$ cat src/rtl/noc_run_controller_pkg.sv
// noc_run_controller_pkg
// Shared definitions for the NoC experiment sequencer:
//   - phase encodings driven out on the `phase` port
//   - default number of source/sink pairs
//   - width helper for per-cycle handshake popcounts
package noc_run_controller_pkg;

  localparam int DEFAULT_NUM_NODES = 9;

  typedef enum logic [2:0] {
    PH_IDLE    = 3'd0,
    PH_WARMUP  = 3'd1,
    PH_MEASURE = 3'd2,
    PH_DRAIN   = 3'd3,
    PH_DONE    = 3'd4
  } phase_e;

  // Bits needed to hold a count in the range 0..n.
  function automatic int count_width(input int n);
    return $clog2(n + 1);
  endfunction

endpackage

$ cat src/rtl/flit_popcount.sv
// flit_popcount
// Combinational count of local-port handshakes across all nodes in one cycle.
// A handshake on node i is valid[i] & ~busy[i].
// Ports:
//   valid  in  NUM_NODES  per-node valid
//   busy   in  NUM_NODES  per-node busy/backpressure
//   count  out CW         number of handshakes this cycle, 0..NUM_NODES
module flit_popcount
  import noc_run_controller_pkg::*;
#(
  parameter int NUM_NODES = DEFAULT_NUM_NODES,
  parameter int CW        = count_width(NUM_NODES)
) (
  input  logic [NUM_NODES-1:0] valid,
  input  logic [NUM_NODES-1:0] busy,
  output logic [CW-1:0]        count
);

  always_comb begin
    count = '0;
    for (int i = 0; i < NUM_NODES; i++) begin
      count = count + CW'(valid[i] & ~busy[i]);
    end
  end

endmodule

$ cat src/rtl/noc_run_controller.sv
// noc_run_controller
// Experiment sequencer for the parallel NoC bench. Steps through
// IDLE/WARMUP/MEASURE/DRAIN/DONE, gates the shared `send` enable with an
// LFSR throttle against PIR, and counts source/sink handshakes.
// Ports:
//   clk              in   sole clock, rising edge
//   reset            in   synchronous, active-high
//   start            in   begin a run (honoured only in IDLE or DONE)
//   src_valid/busy   in   per-source handshake signals
//   sink_valid/busy  in   per-sink handshake signals
//   send             out  injection enable to all sources
//   phase            out  current phase (phase_e encoding)
//   injected_count   out  source handshakes during MEASURE (saturating)
//   delivered_count  out  sink handshakes during MEASURE (saturating)
//   in_flight        out  injected minus delivered since reset, clamped
//   done             out  high while in DONE
//   timeout          out  last DRAIN ended by timeout, not emptiness
//   error            out  sticky: a delivery would have driven in_flight < 0
module noc_run_controller
  import noc_run_controller_pkg::*;
#(
  parameter int NUM_NODES      = DEFAULT_NUM_NODES,
  parameter int PIR            = 255,
  parameter int WARMUP_CYCLES  = 100,
  parameter int MEASURE_CYCLES = 1000,
  parameter int DRAIN_TIMEOUT  = 4096,
  parameter int CNT_W          = 20
) (
  input  logic                 clk,
  input  logic                 reset,
  input  logic                 start,
  input  logic [NUM_NODES-1:0] src_valid,
  input  logic [NUM_NODES-1:0] src_busy,
  input  logic [NUM_NODES-1:0] sink_valid,
  input  logic [NUM_NODES-1:0] sink_busy,
  output logic                 send,
  output logic [2:0]           phase,
  output logic [CNT_W-1:0]     injected_count,
  output logic [CNT_W-1:0]     delivered_count,
  output logic [CNT_W-1:0]     in_flight,
  output logic                 done,
  output logic                 timeout,
  output logic                 error
);

  localparam int               PW          = count_width(NUM_NODES);
  localparam logic [7:0]       PIR_THRESH  = 8'(PIR);
  localparam logic [CNT_W-1:0] CNT_MAX     = '1;
  localparam logic [31:0]      WARMUP_LAST = 32'(WARMUP_CYCLES - 1);
  localparam logic [31:0]      MEASURE_LAST = 32'(MEASURE_CYCLES - 1);
  localparam logic [31:0]      DRAIN_LAST  = 32'(DRAIN_TIMEOUT - 1);

  // Zero-length phases are skipped entirely, so resolve the successor
  // states at elaboration time.
  localparam phase_e FIRST_PHASE  = (WARMUP_CYCLES > 0)  ? PH_WARMUP  :
                                    (MEASURE_CYCLES > 0) ? PH_MEASURE : PH_DRAIN;
  localparam phase_e AFTER_WARMUP = (MEASURE_CYCLES > 0) ? PH_MEASURE : PH_DRAIN;

  phase_e           state;
  logic [31:0]      cyc;
  logic [7:0]       lfsr;
  logic [PW-1:0]    n_inj;
  logic [PW-1:0]    n_del;
  logic [CNT_W:0]   inj_sum;
  logic [CNT_W:0]   del_sum;
  logic [CNT_W+1:0] fl_sum;
  logic [CNT_W-1:0] inj_next;
  logic [CNT_W-1:0] del_next;
  logic [CNT_W-1:0] fl_next;
  logic             fl_neg;

  flit_popcount #(.NUM_NODES(NUM_NODES), .CW(PW)) u_src_pop (
    .valid (src_valid),
    .busy  (src_busy),
    .count (n_inj)
  );

  flit_popcount #(.NUM_NODES(NUM_NODES), .CW(PW)) u_sink_pop (
    .valid (sink_valid),
    .busy  (sink_busy),
    .count (n_del)
  );

  // in_flight arithmetic uses two extra bits: the top one is the sign,
  // the next one flags overflow past CNT_MAX.
  always_comb begin
    inj_sum  = {1'b0, injected_count} + (CNT_W+1)'(n_inj);
    del_sum  = {1'b0, delivered_count} + (CNT_W+1)'(n_del);
    inj_next = inj_sum[CNT_W] ? CNT_MAX : inj_sum[CNT_W-1:0];
    del_next = del_sum[CNT_W] ? CNT_MAX : del_sum[CNT_W-1:0];
    fl_sum   = {2'b00, in_flight} + (CNT_W+2)'(n_inj) - (CNT_W+2)'(n_del);
    fl_neg   = fl_sum[CNT_W+1];
    if (fl_neg)            fl_next = '0;
    else if (fl_sum[CNT_W]) fl_next = CNT_MAX;
    else                   fl_next = fl_sum[CNT_W-1:0];
  end

  // The LFSR never holds zero, so PIR=0 never injects and PIR=255 always does.
  assign send  = (lfsr <= PIR_THRESH) && (state == PH_WARMUP || state == PH_MEASURE);
  assign phase = state;
  assign done  = (state == PH_DONE);

  always_ff @(posedge clk) begin
    if (reset) begin
      state           <= PH_IDLE;
      cyc             <= '0;
      lfsr            <= 8'h01;
      injected_count  <= '0;
      delivered_count <= '0;
      in_flight       <= '0;
      timeout         <= 1'b0;
      error           <= 1'b0;
    end else begin
      // Fibonacci taps 8,6,5,4.
      lfsr      <= {lfsr[6:0], lfsr[7] ^ lfsr[5] ^ lfsr[4] ^ lfsr[3]};
      in_flight <= fl_next;
      if (fl_neg) error <= 1'b1;

      if (state == PH_MEASURE) begin
        injected_count  <= inj_next;
        delivered_count <= del_next;
      end

      case (state)
        PH_IDLE, PH_DONE: begin
          if (start) begin
            state           <= FIRST_PHASE;
            cyc             <= '0;
            timeout         <= 1'b0;
            injected_count  <= '0;
            delivered_count <= '0;
          end
        end
        PH_WARMUP: begin
          if (cyc == WARMUP_LAST) begin
            state <= AFTER_WARMUP;
            cyc   <= '0;
          end else begin
            cyc <= cyc + 32'd1;
          end
        end
        PH_MEASURE: begin
          if (cyc == MEASURE_LAST) begin
            state <= PH_DRAIN;
            cyc   <= '0;
          end else begin
            cyc <= cyc + 32'd1;
          end
        end
        PH_DRAIN: begin
          // Emptiness is tested first so it wins over a coincident timeout.
          if (in_flight == '0) begin
            state   <= PH_DONE;
            timeout <= 1'b0;
            cyc     <= '0;
          end else if (cyc == DRAIN_LAST) begin
            state   <= PH_DONE;
            timeout <= 1'b1;
            cyc     <= '0;
          end else begin
            cyc <= cyc + 32'd1;
          end
        end
        default: begin
          state <= PH_IDLE;
          cyc   <= '0;
        end
      endcase
    end
  end

endmodule

$ cat config.mk
export PLATFORM = sky130hd
export DESIGN_NAME = noc_run_controller
export DESIGN_NICKNAME = d
export VERILOG_FILES = /design/src/rtl/noc_run_controller_pkg.sv /design/src/rtl/flit_popcount.sv /design/src/rtl/noc_run_controller.sv
export SDC_FILE = /design/constraint.sdc
export NUM_CORES = 1
export LEC_CHECK = 0
export CAP_MARGIN = 5
export CORE_MARGIN = 2
export CORE_UTILIZATION = 30
export CTS_CLUSTER_SIZE = 8
export DETAILED_ROUTE_END_ITERATION = 10
export HOLD_SLACK_MARGIN = 0.08
export SYNTH_ARGS = -nofsm -noshare
export SYNTH_HDL_FRONTEND = slang
export SYNTH_HIERARCHICAL = 1
export SYNTH_SLANG_ARGS = --single-unit
$ cat constraint.sdc
create_clock -name clk -period 9.25 [get_ports clk]
set_input_delay 1.85 -clock clk [delete_from_list [all_inputs] [get_ports clk]]
set_output_delay 1.85 -clock clk [all_outputs]
set_load 0.01 [all_outputs]
**Yosys cells after proc, flatten, opt, wreduce, memory -nomap -nowiden**

Cells that the tools add are included.

- Flip-flop bits (word level): 105
- Bits in latches: 0
- Output and inout port bits: 67
- Memories kept: 0
- Bits in read-only memories: 0
- Word-level logic and storage cells: 114
- Memory bits (writable): 0
- Bits of input ports: 39

- Equality and inequality tests: 11
- Add/subtract/negate cells: 21
- $lt $le $gt $ge: 1
- Bitwise operators: 39
- Reductions and logical operators: 9
- Mux-type cells: 25
- $mul: 0
- Shifts and indexed selects: 0
- Divide/modulo/power cells: 0

Operators with widths:

| operator | number |
|---|---|
| $mux 20 | 9 |
| $mux 32 | 5 |
| $pmux 32 s4 | 1 |
| $and 1x4->4 | 18 |
| $not 1->4 | 18 |
| $add 4x4->4 | 16 |
| $add 20x4->21 | 3 |
| $add 32x1->32 const B | 1 |
| $eq 32x10->1 const B | 1 |
| $eq 32x12->1 const B | 1 |
| $eq 32x7->1 const B | 1 |
| $sub 21x4->22 | 1 |
| $logic_not 20->1 | 1 |
| $mux 3 | 5 |
| $pmux 3 s4 | 1 |
| $le 8x8->1 const B | 1 |
| $eq 3x2->1 const B | 2 |
| $ne 2x1->1 const B | 2 |
| $reduce_and 4->1 | 1 |
| $reduce_or 2->1 | 2 |
| $eq 3x1->1 const B | 1 |
| $eq 3x3->1 const B | 1 |
| $logic_not 3->1 | 1 |
| $mux 1 | 3 |
| 8 further kinds | 10 |

**Depth between registers and ports, before layout**

Gate-level depths: netlist of the first run.

- Word-level depth: 15
- Mapped depth: 22
- Gate-level depth less buffers: 21

**Modules after synthesis**

The synthesis of the first run kept the hierarchy.

Modules (own cells, without submodules):

| module | area an instance (µm²) | instances | seq. area each (µm²) | cells each |
|---|---|---|---|---|
| noc_run_controller | 5998.3 | 1 | 1941.9 | 736 |
| flit_popcount | 227.7 | 2 | 0.0 | 26 |

**Worst setup path before layout of the first run**

OpenSTA, ideal clock, no wires.

- Path type: in2reg
- From: input port src_valid[1]
- To: register in_flight[6]
- Slack: 1.905 ns
- Data arrival time: 7.213 ns
- Cell stages on the path: 21
- Library setup time: 0.132 ns
- Data required time: 9.118 ns
- Cell sequence: nor2b_1 fa_1 inv_1 fa_1 inv_1 fa_1 fa_1 inv_1 fa_1 inv_1 inv_1 fa_1 fa_1 nand2b_1 a2111oi_2 o311a_1 a32o_1 a21oi_2 o21bai_4 buf_6 a21oi_1

- Cells in the longest elaborated chain, start to end: 12
- Elaborated cells between the ends (all ways): 13

RTL lines:

| item | line | source |
|---|---|---|
| start, declared | noc_run_controller.sv:32 | `input logic [NUM_NODES-1:0] src_valid,` |
| $and 1x4->4 * | flit_popcount.sv:22 | `count = count + CW'(valid[i] & ~busy[i]);` |
| $add 4x4->4 * (8 in series) | flit_popcount.sv:22 |  |
| via n_inj[1] | noc_run_controller.sv:62 | `logic [PW-1:0] n_inj;` |
| $add 20x4->21 * | noc_run_controller.sv:91 | `fl_sum = {2'b00, in_flight} + (CNT_W+2)'(n_inj) - (CNT_W+2)'(n_del);` |
| $sub 21x4->22 * | noc_run_controller.sv:91 |  |
| $mux 20 or $reduce_or 2->1 (tied branches) | - |  |
| end signal, assigned | noc_run_controller.sv:116 | `in_flight <= fl_next;` |
| end, declared | noc_run_controller.sv:40 | `output logic [CNT_W-1:0] in_flight,` |

Mark *: on every way through the listed nets, which the timed path passes. The rest lies on a longest branch.
A chain may end at the register's enable or synchronous reset.

**Worst setup path in the final report of the first run**

- From: input port src_valid[1]
- To: register in_flight[3]

The elaborated chain is that of the path after synthesis.

==> results by group, run 1 <==
Clock tree
  • Cts hold-fix bufs: 0
  • Clock sink count: 97
  • Clk slew on worst S/H paths: 80 ps
  • # H-tree levels: 3
  • Post-CTS sizing: 0
  • CTS Buffer Depth: 2
  • Clock Latency Late Sink: 350 ps
  • Setup bufs post-CTS: 0
  • Clock tree from TritonCTS: yes
  • Clock root cell: clkbuf_16
  • CTS Buf Count: 9

Critical path
  • Crit path DAT: 8050 ps
  • Crit path kind: in -> reg
  • FF-to-FF Start: in_flight[1]$_SDFF_PP0_
  • Worst R2R Path Depth: 10
  • Setup crit start: src_valid[1]
  • Critical path required time: 9450 ps
  • CP Max Fanout: 19
  • Worst setup SP type: input pin
  • Worst setup EP type: register

Power
  • Internal power: 0.001263 W
  • Sw power: 0.001034 W
  • Reg power frac: 23.5%
  • Peak supply drop: 0.1315 mV
  • Leakage: 3.119 nW
  • Switching Fraction: 45.01%
  • Clock share of power: 16.8%
  • Power Density: 285.0 nW/µm²
  • Logic gate share of total power: 59.7%

Synth
  • Area leader, netlist: dfxtp_1
  • Top cell type's share of synthesized area: 30.09%
  • Synth Instances: 788
  • Synth Net Count: 886
  • Post-synth EDFFs: 0
  • Area contributors post-synth: dfxtp_1, ha_1, a21oi_1
  • Warnings from Yosys: 6
  • Ys async rst share: 0%
  • Yosys cell types: 66
  • Top_reg_cell synth: dfxtp_1
  • Synthesized flop and latch total: 97
  • Sequential-to-total area share from yosys stat: 30.09%
  • Syn Std Cell Area: 6454 µm²
  • Syn avg cell area: 8.190 µm²

Route
  • Avg Vias per Cell: 5.039
  • Final ANT Viol Nets: 0
  • Detailed-route DRC error count: 0
  • Drt pass-1 iters: 5
  • Via count: 5855
  • Drt total wl: 16300 µm
  • Iteration-0 DRC Markers: 311
  • Wire per inst: 14.02 µm

Layout
  • Final core utilization: 38.21%
  • Diodes inserted: 0
  • Share of post-route cells with drive strength above 1: 4.961%
  • Area Growth Syn to Fin: 24.85%
  • Final Cell Area: 8058 µm²
  • Net total in the final layout: 980

Worst hold path
  • HP Class: reg -> reg
  • Critical hold path startpoint: error$_SDFFE_PP0N_
  • Worst hold stages: 2

Floorplan
  • Core footprint: 21090 µm²
  • Die ar.: 22700 µm²
  • Rows: 53
  • Die height: 150.7 µm
  • Die Width: 150.7 µm
  • IO Pins: 106
  • Initial Util: 30.60%

STA
  • Clk_skew: 10.89 ps
  • Worst slew pin tran: 1154 ps
  • Period utilisation layout: 84.91%
  • Final Hold Vio Count: 0
  • # setup viols final: 0
  • Max Fclk: 127.3 MHz
  • Min cycle time layout: 7855 ps
  • Slew HR: 22.81%
  • Pins Over Slew Limit: 0
  • RSZ-0062 raised after global routing: no
  • Setup TNS Final: 0 ps

Place
  • Post-DP HPWL: 12240 µm
  • Port Buffers: 105
  • DP Area: 7751 µm²
  • Final GP Congestion: 0.8073

Run
  • Max Cap Viol: 0

Run status
  • Outcome: finished, final reports clean

Global route
  • Antenna violations before repair: 0
  • First-pass GRT wire length: 27180 µm
  • Largest net degree at the start of global routing: 30
  • Global route overflow: 0
  • Vias in the first global route: 5580
  • All-Layer GR Usage: 14.74%
flip-flops by register name (all words and copies together) (netlist names):
| signal | flops |
|---|---|
| injected_count | 20 |
| in_flight | 20 |
| cyc | 32 |
| delivered_count | 20 |
| phase | 3 |
| error | 1 |
| timeout | 1 |
Yosys cell counts, types with 5 or more instances:
cell type	instances
a211oi_1	8
a21o_1	13
a21oi_1	79
a31oi_1	25
and2_1	6
and3_1	16
and4_1	8
buf_2	8
clkbuf_1	13
dfxtp_1	97
fa_1	16
ha_1	43
inv_1	66
mux2i_1	5
nand2_1	52
nand2b_1	18
nand3_1	40
nand4_1	10
nor2_1	52
nor2b_1	25
nor3_1	20
nor3b_1	8
nor4_1	8
o211ai_1	5
o21ai_0	28
o21ai_1	6
o221a_2	5
or2_2	5
or3_1	13
xnor2_1	19
xor2_1	19
per-layer routing:
layer,share of wire [%],GRT usage [%],up-vias
li1,-,-,2994
met1,49,20.05,2703
met2,43,22.86,132
met3,5.0,3.212,26
met4,2.6,5.467,0
met5,0,0,-
cell families (layout without fill, tap and decap cells):
group | count (synthesis) | count (layout) | share of synthesized area (%)
muxes | 6 | 6 | 0.9500
buffers and inverters | 90 | 189 | 5.622
xor gates and xnor gates | 38 | 38 | 5.157
adders and majority gates | 59 | 59 | 13.30
and+or+nand+nor | 298 | 298 | 25.09
DFF | 97 | 97 | 30.09
AOI/OAI and AO/OA | 200 | 200 | 19.79
cell type report:
type                            instances  area, µm²
Clock buffer                            9      225.2
Clock inverter                          7      81.33
Timing Repair Buffer                  107       1066
Inverter                               66      247.7
Tap cell                              275      344.1
Sequential cell                        97       1942
Fill cell                            2194      13030
Multi-Input combinational cell        601       4151
per-stage QoR:
stage / hold slack [ps] / setup WS [ps] / instances / power (W)
final: 482.0 / 1395 / 1162 / 0.002296
after global routing: 497.4 / 1047 / 1162 / 0.002503
after CTS: 487.8 / 1390 / 1162 / 0.002309
after detailed placement: 471.0 / 1020 / 1146 / 0.001907
after global placement: 471.1 / 1106 / 1146 / 0.001910
after floorplan: 447.7 / 1905 / 788 / 0.001566
critical path: stages:
cell             delay, ps
clkdlybuf4s50_1        390
nor2b_1                140
fa_1                   520
inv_1                   50
fa_1                   530
inv_1                   50
fa_1                   500
fa_1                   450
inv_1                   80
fa_1                   400
inv_1                  130
inv_1                   70
fa_1                   510
fa_1                   470
nand2b_1               200
a2111oi_2              360
o311a_1                310
a32o_1                 300
a21oi_2                110
o21bai_4               460
a21oi_1                130
power groups by stage:
stage	Clock, W	Sequential, W	Combinational, W
3_3_place_gp	0	0.000550	0.00136
2_1_floorplan	0	0.000549	0.00102
6_report	0.000386	0.000539	0.00137
3_5_place_dp	0	0.000549	0.00136
4_1_cts	0.000398	0.000540	0.00137
5_1_grt	0.000412	0.000548	0.00154
final timing paths:
check	to	slack [ps]
min reg2reg	error$_SDFFE_PP0N_	480
min	error$_SDFFE_PP0N_	480
max reg2reg	in_flight[3]$_SDFF_PP0_	5700
max	in_flight[3]$_SDFF_PP0_	1400
layout by cell type, fill, tap and decap left out, types with 28 or more instances in the layout:
cell type        count
clkdlybuf4s50_1    105
dfxtp_1             97
a21oi_1             79
inv_1               66
nand2_1             52
nor2_1              51
ha_1                43
nand3_1             40
o21ai_0             28
Note: power is estimated with default switching activity, not from simulation.
==> inputs of run 2 (changes only) <==
==> constraint.sdc (replaced) <==
create_clock -name clk -period 8.25 [get_ports clk]
set_input_delay 1.65 -clock clk [delete_from_list [all_inputs] [get_ports clk]]
set_output_delay 1.65 -clock clk [all_outputs]
set_load 0.01 [all_outputs]
==> results by group, run 2 (synthesis results as in run 1) <==
Run status
  • Outcome: finished, final reports clean

STA
  • Period utilisation layout: 92.06%
  • Final Hold Vio Count: 0 (unchanged)
  • Worst slew pin tran: 1063 ps (-90.27 ps)
  • RSZ-0062 raised after global routing: no
  • Clk_skew: 7.250 ps (-3.644 ps)
  • Max Fclk: 131.7 MHz
  • Min cycle time layout: 7595 ps
  • Slew HR: 28.85% (+6.0 points)
  • Setup TNS Final: 0 ps (unchanged)
  • Worst hold margin: 476.5 ps (-5.530 ps)
  • Pins Over Slew Limit: 0 (unchanged)
  • # setup viols final: 0 (unchanged)

Floorplan
  • Die Width: 150.7 µm (unchanged)
  • Rows: 53 (unchanged)
  • Die height: 150.7 µm (unchanged)
  • IO Pins: 106 (unchanged)
  • Core footprint: 21090 µm² (unchanged)
  • Initial Util: 30.60% (unchanged)
  • Die ar.: 22700 µm² (unchanged)

Clock tree
  • Clock tree from TritonCTS: yes
  • Clock Latency Late Sink: 360 ps (about the same)
  • CTS Buf Count: 9 (unchanged)
  • Setup bufs post-CTS: 0 (unchanged)
  • CTS Buffer Depth: 2 (unchanged)
  • Clk slew on worst S/H paths: 70 ps (about the same)
  • Clock sink count: 97 (unchanged)
  • Clock root cell: clkbuf_16
  • Cts hold-fix bufs: 0 (unchanged)
  • # H-tree levels: 3 (unchanged)
  • Post-CTS sizing: 0 (unchanged)

Global route
  • Global route overflow: 0 (unchanged)
  • Antenna violations before repair: 0 (unchanged)
  • First-pass GRT wire length: 27050 µm (-0.46%)
  • Vias in the first global route: 5583 (+0.054%)
  • Largest net degree at the start of global routing: 30 (unchanged)
  • All-Layer GR Usage: 14.72% (-0.017 points)

Layout
  • Biggest register: cyc
  • Final Cell Area: 8078 µm² (+0.25%)
  • Commonest cells after routing, fill and taps aside: clkdlybuf4s50_1, dfxtp_1, a21oi_1
  • Share of post-route cells with drive strength above 1: 5.281% (+0.32 points)
  • Area Growth Syn to Fin: 25.16%
  • Diodes inserted: 0 (unchanged)
  • Max reg flops: 32 (unchanged)
  • Commonest non-fill, non-tap cell in the layout: clkdlybuf4s50_1
  • Net total in the final layout: 983 (+0.31%)

Critical path
  • CP Max Fanout: 8 (-11)
  • Critical path required time: 8480 ps (-970 ps)
  • Worst setup SP type: input pin
  • Worst setup EP type: register
  • Crit path kind: in -> reg
  • Crit path DAT: 7830 ps (-220 ps)

Worst hold path
  • HP Class: reg -> reg

Place
  • Post-DP HPWL: 12370 µm (+1.1%)
  • Port Buffers: 105 (unchanged)
  • Final GP Congestion: 0.8325 (+3.1%)
  • DP Area: 7774 µm² (+0.29%)

Run
  • Max Cap Viol: 0 (unchanged)

Power
  • Peak supply drop: 0.1423 mV (+8.2%)
  • Power Density: 324.0 nW/µm² (+14%)
  • Leakage: 3.134 nW (+0.48%)
  • Final Power: 0.002617 W (+14%)

Route
  • Drt pass-1 iters: 5 (unchanged)
  • Avg Vias per Cell: 4.989 (-0.99%)
  • Final ANT Viol Nets: 0 (unchanged)
  • Via count: 5812 (-0.73%)
  • Detailed-route DRC error count: 0 (unchanged)
  • Iteration-0 DRC Markers: 301 (-3.2%)
  • Drt total wl: 16360 µm (+0.40%)
  • Wire per inst: 14.05 µm (+0.15%)
[run 2: cell count changes in the layout (fill, tap and decap cells not counted), sizes merged]
cell    change
inv         +1
clkinv      -1
buf         +3
[run 2: stage by stage]
| step | setup WS [ps] | std cells | util (%) |
|---|---|---|---|
| 2_1_floorplan | 1105 | 788 | - |
| 3_3_place_gp | 408.7 | 1149 | 36.86 |
| 3_5_place_dp | 255.2 | 1149 | 36.86 |
| 4_1_cts | 633.6 | 1165 | 38.31 |
| 5_1_grt | 361.4 | 1165 | 38.31 |
| 6_report | 654.7 | 1165 | 38.31 |
[run 2: final cells by class]
class,instances,area [µm²]
tap,275,344.1
clock inverter,7,78.83
clock buffer,9,225.2
timing repair buffer,110,1089
sequential,97,1942
fill,2176,13010
inverter,66,247.7
multi-input combinational,601,4151
[run 2: critical path, cell delays in order]
cell and delay (ps):
clkdlybuf4s50_1 390, nor2b_1 140, fa_1 520, inv_1 50, fa_1 530, inv_1 50, fa_1 500, fa_1 440
inv_1 80, fa_1 410, inv_1 130, inv_1 70, fa_1 510, fa_1 480, nand2b_1 200, a2111oi_2 360
o311a_1 320, a32o_1 300, a21oi_2 110, o21bai_4 280, buf_4 220, a21oi_1 80
[run 2: where the power goes]
group	internal, W	total, W	leakage [nW]	switching (W)
sequential	0.000536	0.000602	0.788	0.0000662
combinational	0.000687	0.00158	2.19	0.000892
clock	0.000218	0.000436	0.151	0.000218
total	0.00144	0.00262	3.13	0.00118
[run 2: path summary, 6_finish.rpt]
path                            from                      end  slack, ps  depth (start not counted)
max                     src_valid[1]  in_flight[0]$_SDFF_PP0_        650                         22
min               error$_SDFFE_PP0N_       error$_SDFFE_PP0N_        480                          2
max reg2reg  in_flight[1]$_SDFF_PP0_  in_flight[0]$_SDFF_PP0_       4780                         11
min reg2reg       error$_SDFFE_PP0N_       error$_SDFFE_PP0N_        480                          2
[run 2: layer usage]
layer / wire, µm / track usage (%) / vias up
met2: 7238 / 23.27 / 122
met3: 730 / 3.485 / 22
met5: 0 / 0 / -
met1: 8169 / 20.12 / 2660
li1: - / - / 3008
met4: 224 / 3.925 / 0
==> inputs of run 3 (changes only) <==
--- a/config.mk
+++ b/config.mk
@@ -5,10 +5,10 @@
 export SDC_FILE = /design/constraint.sdc
 export NUM_CORES = 1
 export LEC_CHECK = 0
-export CAP_MARGIN = 5
+export CAP_MARGIN = 20
 export CORE_MARGIN = 2
 export CORE_UTILIZATION = 30
-export CTS_CLUSTER_SIZE = 8
+export CTS_CLUSTER_SIZE = 14
 export DETAILED_ROUTE_END_ITERATION = 10
 export HOLD_SLACK_MARGIN = 0.08
 export SYNTH_ARGS = -nofsm -noshare
==> results by group, run 3 (synthesis results as in run 1) <==
STA
  • Period utilisation layout: 92.07% (about the same)
  • Clk_skew: 7.222 ps (-0.02817 ps)
  • Slew HR: 28.76% (-0.092 points)
  • Worst slew pin tran: 1069 ps (+5.304 ps)
  • # setup viols final: 0 (unchanged)
  • Pins Over Slew Limit: 0 (unchanged)
  • Max Fclk: 131.7 MHz (about the same)
  • Min cycle time layout: 7596 ps (+0.5310 ps)
  • Final Hold Vio Count: 0 (unchanged)
  • RSZ-0062 raised after global routing: no
  • Setup TNS Final: 0 ps (unchanged)

Layout
  • Net total in the final layout: 984 (+0.10%)
  • Commonest cells after routing, fill and taps aside: clkdlybuf4s50_1, dfxtp_1, a21oi_1
  • Share of post-route cells with drive strength above 1: 5.387% (+0.11 points)
  • Final core utilization: 38.36% (+0.053 points)
  • Max reg flops: 32 (unchanged)
  • Diodes inserted: 0 (unchanged)
  • Biggest register: cyc
  • Fillers: 2174 (-0.092%)
  • Final cell count without fillers: 1166 (+0.086%)
  • Area Growth Syn to Fin: 25.34%
  • Final Cell Area: 8089 µm² (+0.14%)
  • Commonest non-fill, non-tap cell in the layout: clkdlybuf4s50_1

Critical path
  • Crit path kind: in -> reg
  • Most frequent CP cell: fa_1
  • Critical path required time: 8480 ps (about the same)
  • Slowest cell on the critical path: fa_1
  • CP peak stage delay: 530 ps (about the same)
  • Setup crit start: src_valid[1]
  • Reg2reg setup slack: 4780 ps (about the same)
  • Crit path DAT: 7830 ps (about the same)
  • Worst setup SP type: input pin
  • CP Cell Sequence: clkdlybuf4s50_1, nor2b_1, fa_1, inv_1, fa_1, inv_1, fa_1, fa_1, inv_1, fa_1, inv_1, inv_1, fa_1, fa_1, nand2b_1, a2111oi_2, o311a_1, a32o_1, a21oi_2, o21bai_4, buf_4, a21oi_1
  • FF-to-FF Start: in_flight[1]$_SDFF_PP0_
  • Worst path bufs/invs: 7 (unchanged)
  • Worst setup EP type: register
  • Top delay family on crit path: adder cells
  • CP Max Fanout: 8 (unchanged)

Clock tree
  • Setup bufs post-CTS: 0 (unchanged)
  • Post-CTS sizing: 0 (unchanged)
  • Clk slew on worst S/H paths: 70 ps (about the same)
  • Clock Latency Late Sink: 350 ps (about the same)
  • # H-tree levels: 3 (unchanged)
  • Clock root cell: clkbuf_16
  • CTS Buffer Depth: 2 (unchanged)
  • Clock tree from TritonCTS: yes
  • Clock sink count: 97 (unchanged)
  • Cts hold-fix bufs: 0 (unchanged)
  • CTS Buf Count: 9 (unchanged)

Global route
  • Antenna violations before repair: 0 (unchanged)
  • Vias in the first global route: 5583 (unchanged)
  • Global route overflow: 0 (unchanged)
  • First-pass GRT wire length: 27050 µm (unchanged)
  • Largest net degree at the start of global routing: 30 (unchanged)
  • All-Layer GR Usage: 14.72% (unchanged)

Run
  • Max Cap Viol: 0 (unchanged)

Place
  • Port Buffers: 105 (unchanged)
  • Placed Cells incl. Taps: 1149 (unchanged)
  • DP Area: 7774 µm² (unchanged)
  • Final GP Congestion: 0.8325 (unchanged)
  • Post-DP HPWL: 12370 µm (unchanged)

Floorplan
  • IO Pins: 106 (unchanged)
  • Initial Util: 30.60% (unchanged)
  • Die Width: 150.7 µm (unchanged)
  • Die ar.: 22700 µm² (unchanged)
  • Die height: 150.7 µm (unchanged)
  • Core footprint: 21090 µm² (unchanged)
  • Rows: 53 (unchanged)

Route
  • Drt pass-1 iters: 5 (unchanged)
  • Final ANT Viol Nets: 0 (unchanged)
  • Drt total wl: 16390 µm (+0.14%)
  • Detailed-route DRC error count: 0 (unchanged)
  • Iteration-0 DRC Markers: 283 (-6.0%)
  • Avg Vias per Cell: 5.000 (+0.22%)
  • Wire per inst: 14.05 µm (about the same)
  • Via count: 5830 (+0.31%)

Power
  • Leakage: 3.140 nW (+0.20%)
  • Power Density: 323.8 nW/µm² (about the same)
  • Peak supply drop: 0.1424 mV (about the same)

Worst hold path
  • Critical hold path startpoint: error$_SDFFE_PP0N_
  • HP Class: reg -> reg

Run status
  • Outcome: finished, final reports clean
-- run 3: cell types whose count changed in the layout (fill, tap and decap cells not counted), sizes merged --
cell | before | now
buf | 5 | 6
-- run 3: metal layers --
metal  global-route usage, %  wire length (µm)  vias to the layer above
met5                       0                 0                        -
met3                   3.485               737                       22
met2                   23.27              7274                      130
li1                        -                 -                     3010
met1                   20.12              8151                     2668
met4                   3.925               223                        0
-- run 3: path summary, 6_finish.rpt --
| kind | cells after the start | end |
|---|---|---|
| setup / recovery | 22 | in_flight[0]$_SDFF_PP0_ |
| hold / removal | 2 | error$_SDFFE_PP0N_ |
| setup reg to reg | 11 | in_flight[0]$_SDFF_PP0_ |
| hold reg to reg | 2 | error$_SDFFE_PP0N_ |
-- run 3: report_power, final --
group,internal (W),total (W),switching [W]
Clock,0.000218,0.000435,0.000218
Combinational,0.000689,0.00158,0.000893
Sequential,0.000536,0.000602,0.0000662
-- run 3: layout make-up --
class                           instances  area (µm²)  share of cell area, %
Clock buffer                            9       225.2                  2.784
Clock inverter                          7       78.83                 0.9745
Inverter                               66       247.7                  3.063
Multi-Input combinational cell        601        4151                  51.32
Sequential cell                        97        1942                  24.01
Tap cell                              275       344.1                  4.254
Timing Repair Buffer                  111        1100                  13.60
-- run 3: metrics by stage --
stage | setup slack, ps | hold WS [ps] | power (W)
2_1_floorplan | 1105 | 447.7 | 0.001756
3_3_place_gp | 408.7 | 473.4 | 0.002175
3_5_place_dp | 255.2 | 470.1 | 0.002180
4_1_cts | 633.6 | 487.0 | 0.002630
5_1_grt | 361.4 | 512.8 | 0.002851
6_report | 654.2 | 476.5 | 0.002619
-- run 3: worst min-delay path: cells and delay by family, from the launching register on --
kind          cells  cell delay, ps
simple gates      2             120
flops             1             330
